## src/rtl/exc_seq.sv

```systemverilog
// Exception entry/return sequencer.
// Owns the CPSR mode and mask bits and the banked SPSRs. It drives the register
// file's write port, PC write port and one read port to carry out exception
// entry (save status, write the banked r14, load the vector) and exception
// return (read the banked r14, restore status, write PC).
//
// state  | meaning
// IDLE   | sample requests; accept an entry or a return, or reject a return
// ENT_LR | write the latched link value into the banked r14 of the new mode
// ENT_PC | write the vector address into PC, pulse done
// RET_RD | read the banked r14, capture it as the return address
// RET_WR | write the return address into PC, restore {I,F,M}, pulse done
module exc_seq #(
  parameter logic [31:0] VBASE    = 32'h0000_0000,
  parameter logic [4:0]  RST_MODE = 5'b10011
) (
  input  logic        clk_i,
  input  logic        rst_ni,
  input  logic [5:0]  exc_req_i,
  input  logic        ret_req_i,
  input  logic [31:0] cur_pc_i,
  input  logic [31:0] r_data_i,
  output logic [3:0]  r_addr_o,
  output logic        write_reg_o,
  output logic [3:0]  w_addr_o,
  output logic [31:0] w_data_o,
  output logic        write_pc_o,
  output logic [31:0] pc_data_o,
  output logic [4:0]  m_o,
  output logic        irq_mask_o,
  output logic        fiq_mask_o,
  output logic        busy_o,
  output logic        done_o,
  output logic        err_o
);

  localparam logic [4:0] MODE_USR = 5'b10000;
  localparam logic [4:0] MODE_FIQ = 5'b10001;
  localparam logic [4:0] MODE_IRQ = 5'b10010;
  localparam logic [4:0] MODE_SVC = 5'b10011;
  localparam logic [4:0] MODE_ABT = 5'b10111;
  localparam logic [4:0] MODE_UND = 5'b11011;
  localparam logic [4:0] MODE_SYS = 5'b11111;

  localparam logic [3:0] REG_LR = 4'd14;

  typedef enum logic [2:0] {
    IDLE   = 3'd0,
    ENT_LR = 3'd1,
    ENT_PC = 3'd2,
    RET_RD = 3'd3,
    RET_WR = 3'd4
  } state_e;

  state_e      state_q, state_d;
  logic [4:0]  mode_q, mode_d;
  logic        i_q, i_d;
  logic        f_q, f_d;
  logic [6:0]  spsr_fiq_q, spsr_fiq_d;
  logic [6:0]  spsr_irq_q, spsr_irq_d;
  logic [6:0]  spsr_svc_q, spsr_svc_d;
  logic [6:0]  spsr_abt_q, spsr_abt_d;
  logic [6:0]  spsr_und_q, spsr_und_d;
  logic [31:0] lr_q, lr_d;
  logic [31:0] vec_q, vec_d;
  logic [31:0] ret_pc_q, ret_pc_d;

  logic        irq_eff;
  logic        fiq_eff;
  logic        any_exc;
  logic [4:0]  tgt_mode;
  logic [4:0]  tgt_off;
  logic [31:0] tgt_lr_inc;
  logic        tgt_fiq;
  logic [6:0]  cur_status;
  logic [6:0]  spsr_cur;
  logic        ret_illegal;

  // Qualify the maskable sources and pick the highest-priority exception.
  always_comb begin
    irq_eff    = exc_req_i[3] & ~i_q;
    fiq_eff    = exc_req_i[4] & ~f_q;
    any_exc    = exc_req_i[5] | fiq_eff | irq_eff |
                 exc_req_i[2] | exc_req_i[1] | exc_req_i[0];
    tgt_mode   = MODE_SVC;
    tgt_off    = 5'h08;
    tgt_lr_inc = 32'd4;
    tgt_fiq    = 1'b0;
    if (exc_req_i[5]) begin
      tgt_mode   = MODE_ABT;
      tgt_off    = 5'h10;
      tgt_lr_inc = 32'd8;
    end else if (fiq_eff) begin
      tgt_mode   = MODE_FIQ;
      tgt_off    = 5'h1C;
      tgt_fiq    = 1'b1;
    end else if (irq_eff) begin
      tgt_mode   = MODE_IRQ;
      tgt_off    = 5'h18;
    end else if (exc_req_i[2]) begin
      tgt_mode   = MODE_ABT;
      tgt_off    = 5'h0C;
    end else if (exc_req_i[1]) begin
      tgt_mode   = MODE_UND;
      tgt_off    = 5'h04;
    end
  end

  // Current status word and the SPSR banked for the current mode.
  always_comb begin
    cur_status  = {i_q, f_q, mode_q};
    ret_illegal = (mode_q == MODE_USR) || (mode_q == MODE_SYS);
    case (mode_q)
      MODE_FIQ: spsr_cur = spsr_fiq_q;
      MODE_IRQ: spsr_cur = spsr_irq_q;
      MODE_SVC: spsr_cur = spsr_svc_q;
      MODE_ABT: spsr_cur = spsr_abt_q;
      MODE_UND: spsr_cur = spsr_und_q;
      default:  spsr_cur = 7'd0;
    endcase
  end

  // Next-state and output decode.
  always_comb begin
    state_d     = state_q;
    mode_d      = mode_q;
    i_d         = i_q;
    f_d         = f_q;
    spsr_fiq_d  = spsr_fiq_q;
    spsr_irq_d  = spsr_irq_q;
    spsr_svc_d  = spsr_svc_q;
    spsr_abt_d  = spsr_abt_q;
    spsr_und_d  = spsr_und_q;
    lr_d        = lr_q;
    vec_d       = vec_q;
    ret_pc_d    = ret_pc_q;
    r_addr_o    = 4'd0;
    write_reg_o = 1'b0;
    w_addr_o    = 4'd0;
    w_data_o    = 32'd0;
    write_pc_o  = 1'b0;
    pc_data_o   = 32'd0;
    busy_o      = 1'b0;
    done_o      = 1'b0;
    err_o       = 1'b0;

    case (state_q)
      IDLE: begin
        if (any_exc) begin
          state_d = ENT_LR;
          case (tgt_mode)
            MODE_FIQ: spsr_fiq_d = cur_status;
            MODE_IRQ: spsr_irq_d = cur_status;
            MODE_ABT: spsr_abt_d = cur_status;
            MODE_UND: spsr_und_d = cur_status;
            default:  spsr_svc_d = cur_status;
          endcase
          mode_d = tgt_mode;
          i_d    = 1'b1;
          if (tgt_fiq) begin
            f_d = 1'b1;
          end
          lr_d  = cur_pc_i + tgt_lr_inc;
          vec_d = VBASE + {27'd0, tgt_off};
        end else if (ret_req_i) begin
          if (ret_illegal) begin
            err_o = 1'b1;
          end else begin
            state_d = RET_RD;
          end
        end
      end

      ENT_LR: begin
        busy_o      = 1'b1;
        r_addr_o    = REG_LR;
        write_reg_o = 1'b1;
        w_addr_o    = REG_LR;
        w_data_o    = lr_q;
        state_d     = ENT_PC;
      end

      ENT_PC: begin
        busy_o     = 1'b1;
        r_addr_o   = REG_LR;
        write_pc_o = 1'b1;
        pc_data_o  = vec_q;
        done_o     = 1'b1;
        state_d    = IDLE;
      end

      RET_RD: begin
        busy_o   = 1'b1;
        r_addr_o = REG_LR;
        ret_pc_d = r_data_i;
        state_d  = RET_WR;
      end

      RET_WR: begin
        busy_o     = 1'b1;
        r_addr_o   = REG_LR;
        write_pc_o = 1'b1;
        pc_data_o  = ret_pc_q;
        done_o     = 1'b1;
        {i_d, f_d, mode_d} = spsr_cur;
        state_d    = IDLE;
      end

      default: begin
        state_d = IDLE;
      end
    endcase
  end

  // State, status and latched-operand registers; reset aborts any sequence.
  always_ff @(posedge clk_i or negedge rst_ni) begin
    if (!rst_ni) begin
      state_q    <= IDLE;
      mode_q     <= RST_MODE;
      i_q        <= 1'b1;
      f_q        <= 1'b1;
      spsr_fiq_q <= 7'd0;
      spsr_irq_q <= 7'd0;
      spsr_svc_q <= 7'd0;
      spsr_abt_q <= 7'd0;
      spsr_und_q <= 7'd0;
      lr_q       <= 32'd0;
      vec_q      <= 32'd0;
      ret_pc_q   <= 32'd0;
    end else begin
      state_q    <= state_d;
      mode_q     <= mode_d;
      i_q        <= i_d;
      f_q        <= f_d;
      spsr_fiq_q <= spsr_fiq_d;
      spsr_irq_q <= spsr_irq_d;
      spsr_svc_q <= spsr_svc_d;
      spsr_abt_q <= spsr_abt_d;
      spsr_und_q <= spsr_und_d;
      lr_q       <= lr_d;
      vec_q      <= vec_d;
      ret_pc_q   <= ret_pc_d;
    end
  end

  assign m_o        = mode_q;
  assign irq_mask_o = i_q;
  assign fiq_mask_o = f_q;

endmodule

```

## config.mk

```make
export PLATFORM = sky130hd
export DESIGN_NAME = exc_seq
export DESIGN_NICKNAME = d
export VERILOG_FILES = /design/src/rtl/exc_seq.sv
export SDC_FILE = /design/constraint.sdc
export NUM_CORES = 1
export LEC_CHECK = 0
export BUFFER_PORTS_ARGS = -buffer_cell sky130_fd_sc_hd__buf_4
export CAP_MARGIN = 20
export CORE_AREA = 3 3 143 145
export CTS_CLUSTER_DIAMETER = 50
export DETAILED_ROUTE_END_ITERATION = 16
export DIE_AREA = 0 0 146 148
export GPL_TIMING_DRIVEN = 0
export HOLD_SLACK_MARGIN = 0.03
export PLACE_DENSITY = 0.49
export SKIP_CTS_REPAIR_TIMING = 1
export SLEW_MARGIN = 10
export SYNTH_ARGS = -nofsm -noshare
export SYNTH_HDL_FRONTEND = slang
export SYNTH_SLANG_ARGS = --single-unit
```

## constraint.sdc

```tcl
create_clock -name clk_i -period 1.6 [get_ports clk_i]
set_input_delay 0.32 -clock clk_i [delete_from_list [all_inputs] [get_ports clk_i]]
set_output_delay 0.32 -clock clk_i [all_outputs]
set_load 0.02 [all_outputs]
```

[Yosys cells after proc, flatten, opt, wreduce, memory -nomap -nowiden]
Index checks and enable logic that the tools add are counted.
Operators by class
  add/sub/neg operators: 1
  eq/ne operators: 19
  mux-type cells: 36
  bitwise logic cells: 10
  reductions and logical operators: 15
Operator list (count)
  32-bit case mux with 2 select lines: 1
  5-bit equality test (second input constant): 11
  4-bit 2-to-1 mux: 10
  7-bit case mux with 5 select lines: 1
  32-bit adder: 1
  32-bit 2-to-1 mux: 1
  5-bit 2-to-1 mux: 4
  3-bit AND reduction: 6
  1-bit 2-to-1 mux: 12
  5-bit case mux with 2 select lines: 1
  3-bit 2-to-1 mux: 3
  3-bit case mux with 3 select lines: 1
  4-bit OR reduction: 2
  3-bit by 2-bit equality test with 1-bit output (second input constant): 2
  3-bit != test (second input constant): 2
  2-bit AND reduction: 3
  1-bit bitwise OR: 5
  2-bit != test (second input constant): 2
  1-bit case mux with 2 select lines: 2
  3-bit by 1-bit equality test with 1-bit output (second input constant): 1
  3-bit equality test (second input constant): 1
  3-bit zero test: 1
  1-bit NOT: 3
  1-bit AND: 2
  3 further kinds: 3
Word-level totals
  bits in registers: 114
  input bits: 73
  word-level logic and storage cells: 93

[Longest topological paths before layout]
Gate-level depths: netlist (run 1).
  word-level depth: 9
  gate-level depth with buffers: 9
  gate-level depth less buffers: 9

[Least setup slack after synthesis (run 1)]
No wires, ideal clock.
  path kind: input to register
  start point: in exc_req_i[5]
  end point: reg lr_q[10]
  library setup time: 0.125 ns
  arrival: 2.122 ns
  required time: 1.475 ns
  setup slack: -0.647 ns
  cell stages on the path: 9
  buffers on the path: 0
  cell sequence: inv_1 > ha_1 > inv_1 > fa_1 > nand3b_1 > nor2_1 > nand2_1 > xnor2_1 > mux2_2
On the way
  longest elaborated chain between the ends: 6
RTL lines
  start, declared: line 19  | input logic [5:0] exc_req_i,
  branches (longest 6 deep; another with 32-bit adder)
  end signal, assigned: line 240  | lr_q <= lr_d;
  end, declared: line 64  | logic [31:0] lr_q, lr_d;
Several ways; the timed one is not identified.
A chain may end at the register's enable or synchronous reset.

[Worst setup path after layout (run 1)]
  start point: reg i_q, in the netlist irq_mask_o
  end point: out err_o
On the way
  longest elaborated chain between the ends: 8
RTL lines
  start, declared: line 57  | logic i_q, i_d;
  start signal, assigned: line 233  | i_q <= i_d;
  1-bit NOT: line 81  | irq_eff = exc_req_i[3] & ~i_q;
  1-bit AND: line 81
  1-bit bitwise OR (2 in series): line 83  | any_exc = exc_req_i[5] | fiq_eff | irq_eff |
  1-bit bitwise OR (2 in series): line 84  | exc_req_i[2] | exc_req_i[1] | exc_req_i[0];
  1-bit 2-to-1 mux: line 149  | if (any_exc) begin
  1-bit 2-to-1 mux: line 147  | case (state_q)
  end, declared: line 34  | output logic err_o
Every way passes these cells.

==> impl_metrics.ini, run 1 <==
[status]
status = complete, but fails checks
violations = setup timing

[placement]
placement.io_buffers = 154
dp_hpwl_mm = 12.6
dp_slack_ns = -0.846
place_congestion = 0.862

[critical_path]
critPathCaptureType = primary output
cp_top_family = simple AND/OR/NAND/NOR gates
criticalPathCategory = flop to primary output
crit_arrival_ns = 1.72
crit_required_ns = 1.28
worstPathCellList = nand2b_4 > and4_4 > nand3_2 > nor2_4 > buf_6
max_stage_delay_ns = 0.57
rrSetupSlack_ns = -0.21
start_kind = flop
cp_num_buf_inv = 1
crit_slowest_cell = dfstp_2
critPathMaxFanout = 5

[sta]
clock_skew_ns = 0.00851
maxSlewHeadroom_pct = 59.5
final.min_clock_period_ns = 2.04
fmax_mhz = 490
setup_violations = 148
rsz0062_at_grt = true
timing_hold_violations_final = 0
tightest_slew_ns = 0.603
drv_slew = 0
fin_crit_sh_pct = 127
fin_setup_tns_ns = -34.90
setup_slack_ns = -0.439

[layout]
drive_gt1_share_pct = 50.0
final_nets = 912
area_growth_pct = 58.3
antenna_cells = 0
n_fill_cell = 1779
final_util_pct = 47.3

[clocking]
clockRootBuffer = clkbuf_16
clock_latency_ns = 0.35
cts.sink_count = 112
cts_max_level = 3
clkSlewWorstSetupHoldPaths_ns = 0.07
cts_tree = yes
clk_path_buf_depth = 2
cts_buffers = 9

[routing]
via_per_inst = 4.73
num_vias = 5230
firstDrtPassIters = 4
drc = 0
wirelength_mm = 18.3
wl_per_cell_um = 16.6
drt-initial-drc-count = 314
ant_nets = 0

[synth]
synth_area_um2 = 5770
synth-edff-count = 0
ys_warn_count = 0
synth_top_family_by_area = simple AND/OR/NAND/NOR gates
ys_seq_elements = 112
synth-adder-area-share_pct = 0.780
synth_flop_cell = dfrtp_1
syn_area_per_cell_um2 = 9.64
ys_seq_area_share_pct = 48.7
synth-simple-area-share_pct = 27.1
synthMuxAreaShare_pct = 6.44
synth_compound_area_share_pct = 8.37
async_flop_share_pct = 100
synthCells = 599
synth.distinct_cells = 53
synth_xor_xnor_area_share_pct = 4.40

[pwr]
leakage_nw = 4.34
max-vdd-ir-drop_mv = 0.713
p_total_w = 0.0174
cellPowerDensity_nw_per_um2 = 1900

[global_routing]
antenna_found_initial = 0
grt_pass1_vias = 5027
grt_usage_pct = 15.6
grt_pass1_wl_mm = 27.1
grt_max_degree = 63
overflow = 0

[die]
core_area_um2 = 19300
die_w_um = 146
die-area_um2 = 21600
start_util_pct = 29.9
boundaryPins = 157
row_count = 51
die_h_um = 148

[worst_hold_path]
hp-class = input pin to flop

[flow_run]
max_cap_violations = 0
## power by group
group / switching (W) / total [W] / internal, W
clock network: 0.00102 / 0.00236 / 0.00134
registers: 0.000731 / 0.00494 / 0.00420
logic: 0.00496 / 0.0101 / 0.00512
total: 0.00671 / 0.0174 / 0.0107
## sequential cells by signal, indices dropped and copies added (netlist names)
name        flops
lr_q           32
spsr_irq_q      7
fiq_mask_o      1
m_o             5
state_q         3
spsr_fiq_q      7
ret_pc_q       32
spsr_und_q      7
irq_mask_o      1
spsr_svc_q      7
vec_q           3
spsr_abt_q      7
## kinds of logic (layout without fill, tap and decap cells)
logic type,after synthesis,count (layout)
AOI/OAI and AO/OA,71,71
muxes,33,33
adders and majority gates,3,3
other,1,2
DFF,112,112
and+or+nand+nor,304,304
buffers and inverters,46,286
xor gates and xnor gates,29,29
## path summary, 6_finish.rpt
kind,depth (start not counted),from,endpoint
setup / recovery,5,irq_mask_o,err_o
hold / removal,3,r_data_i[29],ret_pc_q[29]
setup reg to reg,6,state_q[2],spsr_abt_q[6]
hold reg to reg,2,ret_pc_q[1],ret_pc_q[1]
max in group asynchronous,3,rst_ni,m_o[0]
min in group asynchronous,2,rst_ni,spsr_abt_q[4]
## synthesized netlist by cell type, types with 4 or more instances
cell / instances / area share (%)
mux2_2: 33 / 6.4
a21oi_1: 6 / 0.52
o21ai_2: 8 / 1.2
o21ai_1: 11 / 0.95
nor3_1: 4 / 0.35
nor3_2: 4 / 0.69
and2_1: 36 / 3.9
buf_4: 10 / 1.3
xnor2_1: 6 / 0.91
nand3_1: 14 / 1.2
nor2b_1: 4 / 0.43
buf_2: 11 / 0.95
xor2_1: 23 / 3.5
o21ai_0: 19 / 1.6
nand4_1: 10 / 1.1
nor2_1: 14 / 0.91
a22oi_1: 5 / 0.65
a221oi_1: 4 / 0.61
clkbuf_1: 17 / 1.1
inv_1: 5 / 0.33
a222oi_1: 7 / 1.2
dfrtp_1: 107 / 46
dfstp_2: 5 / 2.3
nand2_1: 160 / 10
and3_1: 38 / 4.1
## routing by layer
layer	up-vias	GRT usage, %	wire [um]
met4	0	4.94	224
met3	16	4.14	1220
met5	-	0	0
met1	2534	21.0	8190
met2	156	24.6	8720
li1	2524	-	-
## final cells by class
cell class	instances	area, um2	share of cell area, %
Inverter	5	22.5	0.246
Timing Repair Buffer	227	2020	22.1
Clock buffer	13	270	2.96
Buffer	39	403	4.41
Multi-Input combinational cell	442	3240	35.4
Clock inverter	2	37.5	0.411
Tap cell	265	332	3.63
Sequential cell	112	2810	30.8
## worst min-delay path: cells and delay by family
kind,cells,cell delay [ns]
buffers and inverters,1,0.08
and+or+nand+nor,2,0.08
## cells in the final DEF (no fill, tap or decap), types with 8 or more instances in the layout
cell type / Yosys / final
mux2_4: 0 / 9
mux2_2: 33 / 24
o21ai_1: 11 / 15
buf_6: 2 / 58
dfrtp_1: 107 / 104
nand2_1: 160 / 148
nand4_1: 10 / 10
nand3_1: 14 / 10
and2_2: 0 / 8
clkbuf_16: 0 / 12
xor2_1: 23 / 22
o21ai_2: 8 / 10
nor2_1: 14 / 8
o21ai_0: 19 / 12
and3_1: 38 / 27
buf_4: 10 / 177
and2_1: 36 / 21
buf_8: 0 / 9
and3_4: 0 / 11
## stage by stage
stage / std cells / cell area [um2] / hold WS [ns]
finish: 1105 / 9140 / 0.162
global route: 1105 / 9140 / 0.158
CTS: 1035 / 7810 / -0.0598
detailed placement: 1020 / 7510 / 0.316
global placement: 1019 / 7470 / 0.452
floorplan: 600 / 5990 / 0.0244
No activity file was read; power rests on OpenSTA's default activity.
==> run 2, diff against run 1 <==
- PLACE_DENSITY: 0.49 -> 0.47
- clock period: 1.6 -> 2.07 ns (I/O delays scaled with it)
==> run 2 against run 1 <==
The flow still finishes with violations (setup timing). Critical endpoint is now w_data_o[25]. Clock-buffer cell count shrank 2. Clock skew shrank 0.0043 ns. Cell count shrank 4.1%. Non-clock buffer count shrank 46.
==> impl_metrics.ini, run 2 (synthesis results as in run 1) <==
[global_routing]
grt_pass1_vias = 5158
grt_pass1_wl_mm = 27.6
grt_max_degree = 88
overflow = 0
antenna_found_initial = 0
grt_usage_pct = 16.0

[sta]
tightest_slew_ns = 0.525
setup_slack_ns = -0.0511
fin_crit_sh_pct = 102
drv_slew = 0
setup_violations = 32
maxSlewHeadroom_pct = 65.0
fmax_mhz = 471
clock_skew_ns = 0.00416
final.min_clock_period_ns = 2.12
timing_hold_violations_final = 0
rsz0062_at_grt = true

[placement]
place_congestion = 0.842
placement.io_buffers = 154
dpl-instance-area_um2 = 7320
dp_hpwl_mm = 12.7

[status]
status = complete, but fails checks
violations = setup timing

[clocking]
cts_buffers = 9
clk_path_buf_depth = 2
clock_latency_ns = 0.35
clkSlewWorstSetupHoldPaths_ns = 0.08
clockRootBuffer = clkbuf_16
cts_tree = yes
cts_max_level = 3
cts.sink_count = 112

[die]
core_area_um2 = 19300
die_h_um = 148
die_w_um = 146
row_count = 51
start_util_pct = 29.9
boundaryPins = 157
die-area_um2 = 21600

[layout]
n_fill_cell = 1927
final_cell_mix = nand2_1 (159), buf_4 (145), dfrtp_1 (106)
reg_top3 = lr_q (32), ret_pc_q (32)
multi_input_area_um2 = 2920
final_nets = 866
drive_gt1_share_pct = 41.3
area_growth_pct = 42.4
final_area_um2 = 8220
antenna_cells = 0
final_common_cell = nand2_1
seq_area_um2 = 2810

[routing]
drt-initial-drc-count = 317
wirelength_mm = 17.6
via_per_inst = 4.78
num_vias = 5065
ant_nets = 0
firstDrtPassIters = 5
wl_per_cell_um = 16.6
drc = 0

[pwr]
max-vdd-ir-drop_mv = 0.538
leakage_nw = 3.91
cellPowerDensity_nw_per_um2 = 1460
p_total_w = 0.0120

[critical_path]
rrSetupSlack_ns = 0.07
crit_arrival_ns = 1.71
crit_required_ns = 1.66
start_kind = flop
critPathCaptureType = primary output
criticalPathCategory = flop to primary output
critPathMaxFanout = 13

[worst_hold_path]
hp-class = input pin to flop

[flow_run]
max_cap_violations = 0
run 2: through the flow:
step	instances	setup WS (ns)	utilization (%)	setup TNS [ns]	hold WS [ns]
6_report	1060	-0.0511	42.5	-0.885	0.247
5_1_grt	1060	-0.124	42.5	-3.47	0.249
4_1_cts	1036	-0.648	39.4	-34.57	-0.0841
3_5_place_dp	1020	-0.550	37.9	-11.97	0.299
3_3_place_gp	1019	-0.508	37.7	-10.64	0.450
2_1_floorplan	600	-0.0156	-	-0.0156	0.118
run 2: worst max-delay path, cell delays in order, from the launching register on:
cell,delay [ns]
dfrtp_1,0.39
buf_4,0.18
nor3b_4,0.20
buf_6,0.16
buf_8,0.14
and2_1,0.15
buf_6,0.12
run 2: cell type report:
class	instances	area share [%]
Clock inverter	5	0.761
Multi-Input combinational cell	442	35.6
Timing Repair Buffer	179	18.5
Sequential cell	112	34.2
Tap cell	265	4.03
Clock buffer	11	2.95
Buffer	41	3.71
Inverter	5	0.274
run 2: power breakdown:
part / internal (W) / switching, W / total [W]
clock: 0.000983 / 0.000839 / 0.00182
sequential: 0.00324 / 0.000542 / 0.00379
combinational: 0.00297 / 0.00343 / 0.00639
total: 0.00719 / 0.00481 / 0.0120
run 2: per-layer routing:
metal / vias up / track usage (%) / part of all wire [%]
met5: - / 0 / 0
met4: 0 / 5.13 / 1.7
met3: 25 / 4.26 / 7.4
met2: 165 / 26.0 / 47
met1: 2458 / 20.8 / 44
li1: 2417 / - / -
run 2: worst paths after layout:
check                                     end  depth (start not counted)    startpoint
worst max-delay path             w_data_o[25]                          6    state_q[2]
worst min-delay path             ret_pc_q[30]                          3  r_data_i[30]
worst max register to register         m_o[2]                          7        m_o[4]
worst min register to register   ret_pc_q[31]                          2  ret_pc_q[31]
max in group asynchronous              m_o[0]                          3        rst_ni
min in group asynchronous       spsr_svc_q[4]                          2        rst_ni
